## config.mk

```make
export PLATFORM = sky130hd
export DESIGN_NAME = instruction_fetch_unit
export DESIGN_NICKNAME = d
export VERILOG_FILES = /design/src/rtl/ifu_pkg.sv /design/src/rtl/fetch_queue.sv /design/src/rtl/instruction_fetch_unit.sv
export SDC_FILE = /design/constraint.sdc
export NUM_CORES = 1
export LEC_CHECK = 0
export ABC_AREA = 1
export CAP_MARGIN = 20
export CORE_ASPECT_RATIO = 1.2
export CORE_MARGIN = 10
export CORE_UTILIZATION = 57
export CTS_CLUSTER_DIAMETER = 40
export DETAILED_ROUTE_END_ITERATION = 12
export HOLD_SLACK_MARGIN = 0.02
export PLACE_DENSITY_LB_ADDON = 0.15
export SLEW_MARGIN = 30
export SYNTH_ARGS = -nofsm -noshare
export SYNTH_HDL_FRONTEND = slang
export SYNTH_HIERARCHICAL = 1
export SYNTH_SLANG_ARGS = --single-unit
```

## constraint.sdc

```tcl
create_clock -name clk -period 5.5 [get_ports clk]
set_clock_uncertainty 0.2 [all_clocks]
set_input_delay 1.375 -clock clk [delete_from_list [all_inputs] [get_ports clk]]
set_output_delay 1.375 -clock clk [all_outputs]
set_load 0.01 [all_outputs]
```

## src/rtl/ifu_pkg.sv

```systemverilog
// Shared definitions for the instruction fetch unit.
//   ifu_state_e : fetch control states
//   INST_BYTES  : PC increment between sequential fetches
//   slot_t      : one prefetch queue entry (pc, instruction, valid)
package ifu_pkg;

   typedef enum logic [1:0] {
      S_RESET,
      S_RUN,
      S_DRAIN
   } ifu_state_e;

   localparam int unsigned INST_BYTES     = 4;
   localparam int unsigned IFU_ADDR_WIDTH = 64;
   localparam int unsigned IFU_INST_WIDTH = 32;

   // Field widths are the widest supported; narrower instances size-cast on access.
   typedef struct packed {
      logic [IFU_ADDR_WIDTH-1:0] pc;
      logic [IFU_INST_WIDTH-1:0] inst;
      logic                      valid;
   } slot_t;

endpackage

```

## src/rtl/fetch_queue.sv

```systemverilog
// Prefetch queue: DEPTH slots addressed by three wrapping pointers.
//   alloc : next slot to reserve when a request is accepted
//   fill  : oldest reserved slot still waiting for its memory response
//   head  : oldest filled slot, presented to decode
// Ports:
//   clk_i, rst_ni       clock, synchronous active-low reset
//   flush_i             discard everything; all pointers collapse onto alloc
//   alloc_i, alloc_pc_i reserve a slot for an accepted request
//   fill_i, fill_data_i write a returned instruction into the fill slot
//   pop_i               decode consumed the head entry
//   full_o              alloc - head == DEPTH
//   fill_empty_o        no reserved slot awaits a response
//   pending_o           requests in flight (alloc - fill)
//   head_valid_o, head_inst_o, head_pc_o   head entry towards decode
module fetch_queue
   import ifu_pkg::*;
#(
   parameter  int unsigned ADDR_WIDTH = IFU_ADDR_WIDTH,
   parameter  int unsigned INST_WIDTH = IFU_INST_WIDTH,
   parameter  int unsigned DEPTH      = 4,
   localparam int unsigned PW         = $clog2(DEPTH) + 1
) (
   input  logic                  clk_i,
   input  logic                  rst_ni,
   input  logic                  flush_i,
   input  logic                  alloc_i,
   input  logic [ADDR_WIDTH-1:0] alloc_pc_i,
   input  logic                  fill_i,
   input  logic [INST_WIDTH-1:0] fill_data_i,
   input  logic                  pop_i,
   output logic                  full_o,
   output logic                  fill_empty_o,
   output logic [PW-1:0]         pending_o,
   output logic                  head_valid_o,
   output logic [INST_WIDTH-1:0] head_inst_o,
   output logic [ADDR_WIDTH-1:0] head_pc_o
);

   slot_t         slots_q [DEPTH];
   logic [PW-1:0] alloc_q, alloc_d, fill_q, fill_d, head_q, head_d;
   logic [PW-2:0] alloc_idx, fill_idx, head_idx;
   logic          do_alloc, do_fill, do_pop;

   assign alloc_idx = alloc_q[PW-2:0];
   assign fill_idx  = fill_q[PW-2:0];
   assign head_idx  = head_q[PW-2:0];

   assign full_o       = ((alloc_q - head_q) == PW'(DEPTH));
   assign fill_empty_o = (fill_q == alloc_q);
   assign pending_o    = alloc_q - fill_q;

   assign head_valid_o = slots_q[head_idx].valid && (head_q != fill_q);
   assign head_inst_o  = INST_WIDTH'(slots_q[head_idx].inst);
   assign head_pc_o    = ADDR_WIDTH'(slots_q[head_idx].pc);

   assign do_alloc = alloc_i && !full_o;
   // A response with nothing outstanding is a protocol error and is ignored.
   assign do_fill  = fill_i && !fill_empty_o;
   assign do_pop   = pop_i && head_valid_o;

   always_comb begin
      alloc_d = alloc_q;
      fill_d  = fill_q;
      head_d  = head_q;
      if (flush_i) begin
         fill_d = alloc_q;
         head_d = alloc_q;
      end else begin
         if (do_alloc) alloc_d = alloc_q + PW'(1);
         if (do_fill)  fill_d  = fill_q + PW'(1);
         if (do_pop)   head_d  = head_q + PW'(1);
      end
   end

   always_ff @(posedge clk_i) begin
      if (!rst_ni) begin
         alloc_q <= '0;
         fill_q  <= '0;
         head_q  <= '0;
         for (int unsigned i = 0; i < DEPTH; i++) slots_q[i] <= '0;
      end else begin
         alloc_q <= alloc_d;
         fill_q  <= fill_d;
         head_q  <= head_d;
         if (flush_i) begin
            for (int unsigned i = 0; i < DEPTH; i++) slots_q[i].valid <= 1'b0;
         end else begin
            // alloc and fill never target the same slot: that needs empty or full.
            if (do_alloc) begin
               slots_q[alloc_idx].pc    <= IFU_ADDR_WIDTH'(alloc_pc_i);
               slots_q[alloc_idx].valid <= 1'b0;
            end
            if (do_fill) begin
               slots_q[fill_idx].inst  <= IFU_INST_WIDTH'(fill_data_i);
               slots_q[fill_idx].valid <= 1'b1;
            end
         end
      end
   end

endmodule

```

## src/rtl/instruction_fetch_unit.sv

```systemverilog
// Fetch stage: holds the fetch PC, issues in-order word requests to a
// variable-latency instruction memory, buffers returned instructions with
// their PCs and hands them to decode over valid/ready. A redirect flushes
// the buffer; responses to requests issued before it are counted and dropped.
// Ports:
//   clk, reset (sync, active low)
//   imem_req_valid/ready/addr    request channel to instruction memory
//   imem_resp_valid/data         in-order responses
//   redirect_valid/pc            taken branch/jump target
//   inst_valid/ready/data/pc     head instruction towards decode
module instruction_fetch_unit
   import ifu_pkg::*;
#(
   parameter int unsigned          ADDR_WIDTH = 64,
   parameter int unsigned          INST_WIDTH = 32,
   parameter int unsigned          DEPTH      = 4,
   parameter logic [ADDR_WIDTH-1:0] RESET_PC  = '0
) (
   input  logic                  clk,
   input  logic                  reset,
   output logic                  imem_req_valid,
   input  logic                  imem_req_ready,
   output logic [ADDR_WIDTH-1:0] imem_req_addr,
   input  logic                  imem_resp_valid,
   input  logic [INST_WIDTH-1:0] imem_resp_data,
   input  logic                  redirect_valid,
   input  logic [ADDR_WIDTH-1:0] redirect_pc,
   output logic                  inst_valid,
   input  logic                  inst_ready,
   output logic [INST_WIDTH-1:0] inst_data,
   output logic [ADDR_WIDTH-1:0] inst_pc
);

   localparam int unsigned PW = $clog2(DEPTH) + 1;

   ifu_state_e            state_q, state_d;
   logic [ADDR_WIDTH-1:0] fetch_pc_q, fetch_pc_d;
   logic [PW-1:0]         drop_cnt_q, drop_cnt_d;
   logic [PW-1:0]         pending;
   logic                  q_full, q_fill_empty;
   logic                  redir, accept, resp_consume, resp_fill;

   assign redir          = redirect_valid && (state_q != S_RESET);
   assign imem_req_valid = (state_q == S_RUN) && !q_full && !redirect_valid;
   assign imem_req_addr  = fetch_pc_q;
   assign accept         = imem_req_valid && imem_req_ready;
   assign resp_fill      = imem_resp_valid && (drop_cnt_q == '0);
   // A response retires either a drop or a pending slot; a stray one retires nothing.
   assign resp_consume   = imem_resp_valid && ((drop_cnt_q != '0) || !q_fill_empty);

   always_comb begin
      state_d    = state_q;
      fetch_pc_d = fetch_pc_q;
      drop_cnt_d = drop_cnt_q;
      if (redir) begin
         fetch_pc_d = {redirect_pc[ADDR_WIDTH-1:2], 2'b00};
         // Everything still in flight becomes stale, less a response landing now.
         drop_cnt_d = drop_cnt_q + pending - PW'(resp_consume);
      end else begin
         if (accept) fetch_pc_d = fetch_pc_q + ADDR_WIDTH'(INST_BYTES);
         if (imem_resp_valid && (drop_cnt_q != '0)) drop_cnt_d = drop_cnt_q - PW'(1);
      end
      unique case (state_q)
         S_RESET:        state_d = S_RUN;
         S_RUN, S_DRAIN: state_d = (drop_cnt_d != '0) ? S_DRAIN : S_RUN;
         default:        state_d = S_RESET;
      endcase
   end

   always_ff @(posedge clk) begin
      if (!reset) begin
         state_q    <= S_RESET;
         fetch_pc_q <= RESET_PC;
         drop_cnt_q <= '0;
      end else begin
         state_q    <= state_d;
         fetch_pc_q <= fetch_pc_d;
         drop_cnt_q <= drop_cnt_d;
      end
   end

   fetch_queue #(
      .ADDR_WIDTH (ADDR_WIDTH),
      .INST_WIDTH (INST_WIDTH),
      .DEPTH      (DEPTH)
   ) u_queue (
      .clk_i        (clk),
      .rst_ni       (reset),
      .flush_i      (redir),
      .alloc_i      (accept),
      .alloc_pc_i   (fetch_pc_q),
      .fill_i       (resp_fill),
      .fill_data_i  (imem_resp_data),
      .pop_i        (inst_ready),
      .full_o       (q_full),
      .fill_empty_o (q_fill_empty),
      .pending_o    (pending),
      .head_valid_o (inst_valid),
      .head_inst_o  (inst_data),
      .head_pc_o    (inst_pc)
   );

endmodule
```

==> impl_metrics.tcl <==
set metrics [dict create \
    outcome "finished clean" \
    synth_xor_area_share_pct 0.387 \
    fmax_mhz 210 \
    h-tree-depth 2 \
    yosys_warnings 6 \
    globalplace.congestion 0.937 \
    wl_per_cell_um 20.1 \
    setup.worst_path.end_class "output port" \
    ir_drop_mv 0.291 \
    fin_crit_sh_pct 86.5 \
    via_per_inst 5.71 \
    worstSetupPathType "flip-flop to output port" \
    chipWidth_um 202 \
    wl_um 66600 \
    rsz0062_at_grt "no" \
    cp_max_fo 84 \
    yosys.area_share.simple_pct 23.2 \
    finalHoldViolCount 0 \
    cts-root-buf "clkbuf_16" \
    worstMarginPinSlew_ns 0.928 \
    nNetsFinal 2871 \
    core_sq_um 39000 \
    cts_resized 0 \
    pwr_density_cell_nw_per_um2 410 \
    drive_gt1_share_pct 7.65 \
    cts_setup_buffers 0 \
    grt_pass1_vias 18900 \
    syn_inst 2539 \
    grtUsageTotal_pct 26.8 \
    cts_tree "done" \
    cp.arrival_ns 3.18 \
    io-pin-count 264 \
    cts_buffers 52 \
    layout_min_cycle_time_ns 4.76 \
    power_mw 11.2 \
    die_h_um 238 \
    drv_cap 0 \
    synth_cell_types 46 \
    antennaDiodeCount 0 \
    drcViolationCount 0 \
    avgSynthCellArea_sq_um 8.92 \
    dr.pass1.iters 6 \
    tns_ns 0 \
    final_antenna_net_count 0 \
    antenna_found_initial 0 \
    grt_pass1_wl_um 103000 \
    die_area_sq_um 48100 \
    ys_ff_latch 466 \
    multi_input_area_sq_um 8000 \
    finalSetupViolCount 0 \
    grt_start_max_net_pins 96 \
    port_buffers 259 \
    insertion_delay_ns 0.57 \
    start_util_pct 58.0 \
    syn_area_sq_um 22700 \
    ctsHoldBuffers 0 \
    p_leak_nw 10.0 \
    ys_async_sr_fraction_pct 0 \
    synth-seq-area-share_pct 58.2 \
    postPlaceCellArea_sq_um 25600 \
    worstHoldPathType "flip-flop to flip-flop" \
    cts.clk_slew.worst_paths_ns 0.06 \
    dp_cells 3217 \
    num_vias 18900 \
    synthToLayoutAreaGrowth_pct 20.6 \
    synth_compound_area_share_pct 10.2 \
    hpwl_um 43000 \
    overflow 0 \
    final_cell_area_sq_um 27300 \
    cts_max_path_buffers 3 \
    fin_cells 3310 \
    drv_slew 0 \
    final-seq-area_sq_um 13200 \
    synth_top_family_by_area "simple AND/OR/NAND/NOR gates" \
    first_iter_violations 1658 \
    cts_sinks 466 \
    rows 79 \
    synthFlopType "edfxtp_1" \
    synth_edf_count 384 \
    startpoint_type "flip-flop" \
    yosys-mux-area-fraction_pct 0 \
    required_ns 3.92 \
    fill_cells 3010 \
    slew_headroom_pct 38.2 \
    yosys.area_share.adder_pct 1.39 \
]
flip-flops by register name (all words and copies together) (netlist names), named ones only:
signal           flops
u_queue/fill_q       3
imem_req_addr       62
u_queue/alloc_q      3
u_queue/head_q       3
state_q              2
u_queue/slots_q    388
drop_cnt_q           3
Yosys cell counts (all sizes together) (2+ instances only):
cell	instances	area share (%)
a211oi	2	0.066
nand3b	4	0.13
clkinv	3	0.055
nand4	10	0.28
nor4	5	0.14
or2	2	0.055
o211ai	24	0.80
inv	212	3.5
edfxtp	384	51
clkbuf	84	1.4
fa	2	0.18
ha	22	1.2
nor2	783	14
a22oi	2	0.066
o22ai	98	2.7
buf	56	1.7
nand3	88	2.1
o21ai	228	5.0
dfxtp	82	7.2
nor3	19	0.42
a31oi	12	0.33
a21oi	48	1.1
nand2	353	6.1
xor2	7	0.27
xnor2	3	0.12
final timing paths:
check,from,endpoint,slack (ns),cells after the start
max,flip-flop,inst_pc[63],0.74,4
min,u_queue/slots_q[3][0],u_queue/slots_q[3][0],0.33,4
max reg2reg,u_queue/alloc_q[1],u_queue/slots_q[3][81],1.47,17
min reg2reg,u_queue/slots_q[3][0],u_queue/slots_q[3][0],0.33,4
per-stage QoR:
stage	setup slack [ns]	utilization, %	hold WS, ns
2_1_floorplan	0.819	-	0.302
3_3_place_gp	1.14	65.5	0.317
3_5_place_dp	1.11	65.5	0.322
4_1_cts	0.710	69.9	0.332
5_1_grt	0.556	69.9	0.385
6_report	0.742	69.9	0.331
cell families after synthesis:
logic type | count (synthesis)
flip-flops | 466
buffers and inverters | 355
XOR/XNOR | 10
adder cells (fa/ha/maj) | 24
AO/OA/AOI/OAI | 417
AND/OR/NAND/NOR | 1266
other | 1
placed cells by master, fill, tap and decap left out, types with 22 or more instances in the layout:
| master | instances |
|---|---|
| a21oi_1 | 47 |
| buf_4 | 22 |
| clkbuf_16 | 53 |
| clkdlybuf4s50_1 | 258 |
| dfxtp_1 | 80 |
| edfxtp_1 | 384 |
| ha_1 | 22 |
| inv_1 | 207 |
| nand2_1 | 332 |
| nand3_1 | 84 |
| nor2_1 | 719 |
| nor2_2 | 56 |
| o211ai_1 | 24 |
| o21ai_0 | 225 |
| o22ai_1 | 98 |
per-layer routing:
layer,GRT usage (%),wire length (um),vias to the layer above
li1,-,-,8874
met1,32.4,26200,9019
met2,45.9,32500,864
met3,5.30,5530,155
met4,11.6,2410,0
met5,0,0,-
power by group:
| group | internal, mW | leakage [nW] | total, mW | switching, mW |
|---|---|---|---|---|
| registers | 4.07 | 4.64 | 4.38 | 0.315 |
| clock network | 2.09 | 0.850 | 3.53 | 1.44 |
| logic | 1.32 | 4.54 | 3.28 | 1.96 |
| total | 7.48 | 10.0 | 11.2 | 3.71 |
layout make-up:
class	instances	area share (%)
well taps	526	2.41
clock inverters	31	1.40
flip-flops and latches	466	48.3
multi-input cells	1721	29.3
clock buffers	62	5.02
repair buffers	289	10.6
inverters	215	2.98
critical path: stages, from the launching register on:
cell and delay, ns:
dfxtp_4 0.63, buf_4 0.74, o21ai_0 0.21, o22ai_1 0.35, clkdlybuf4s50_1 0.62
(Power assumes the default switching activity.)
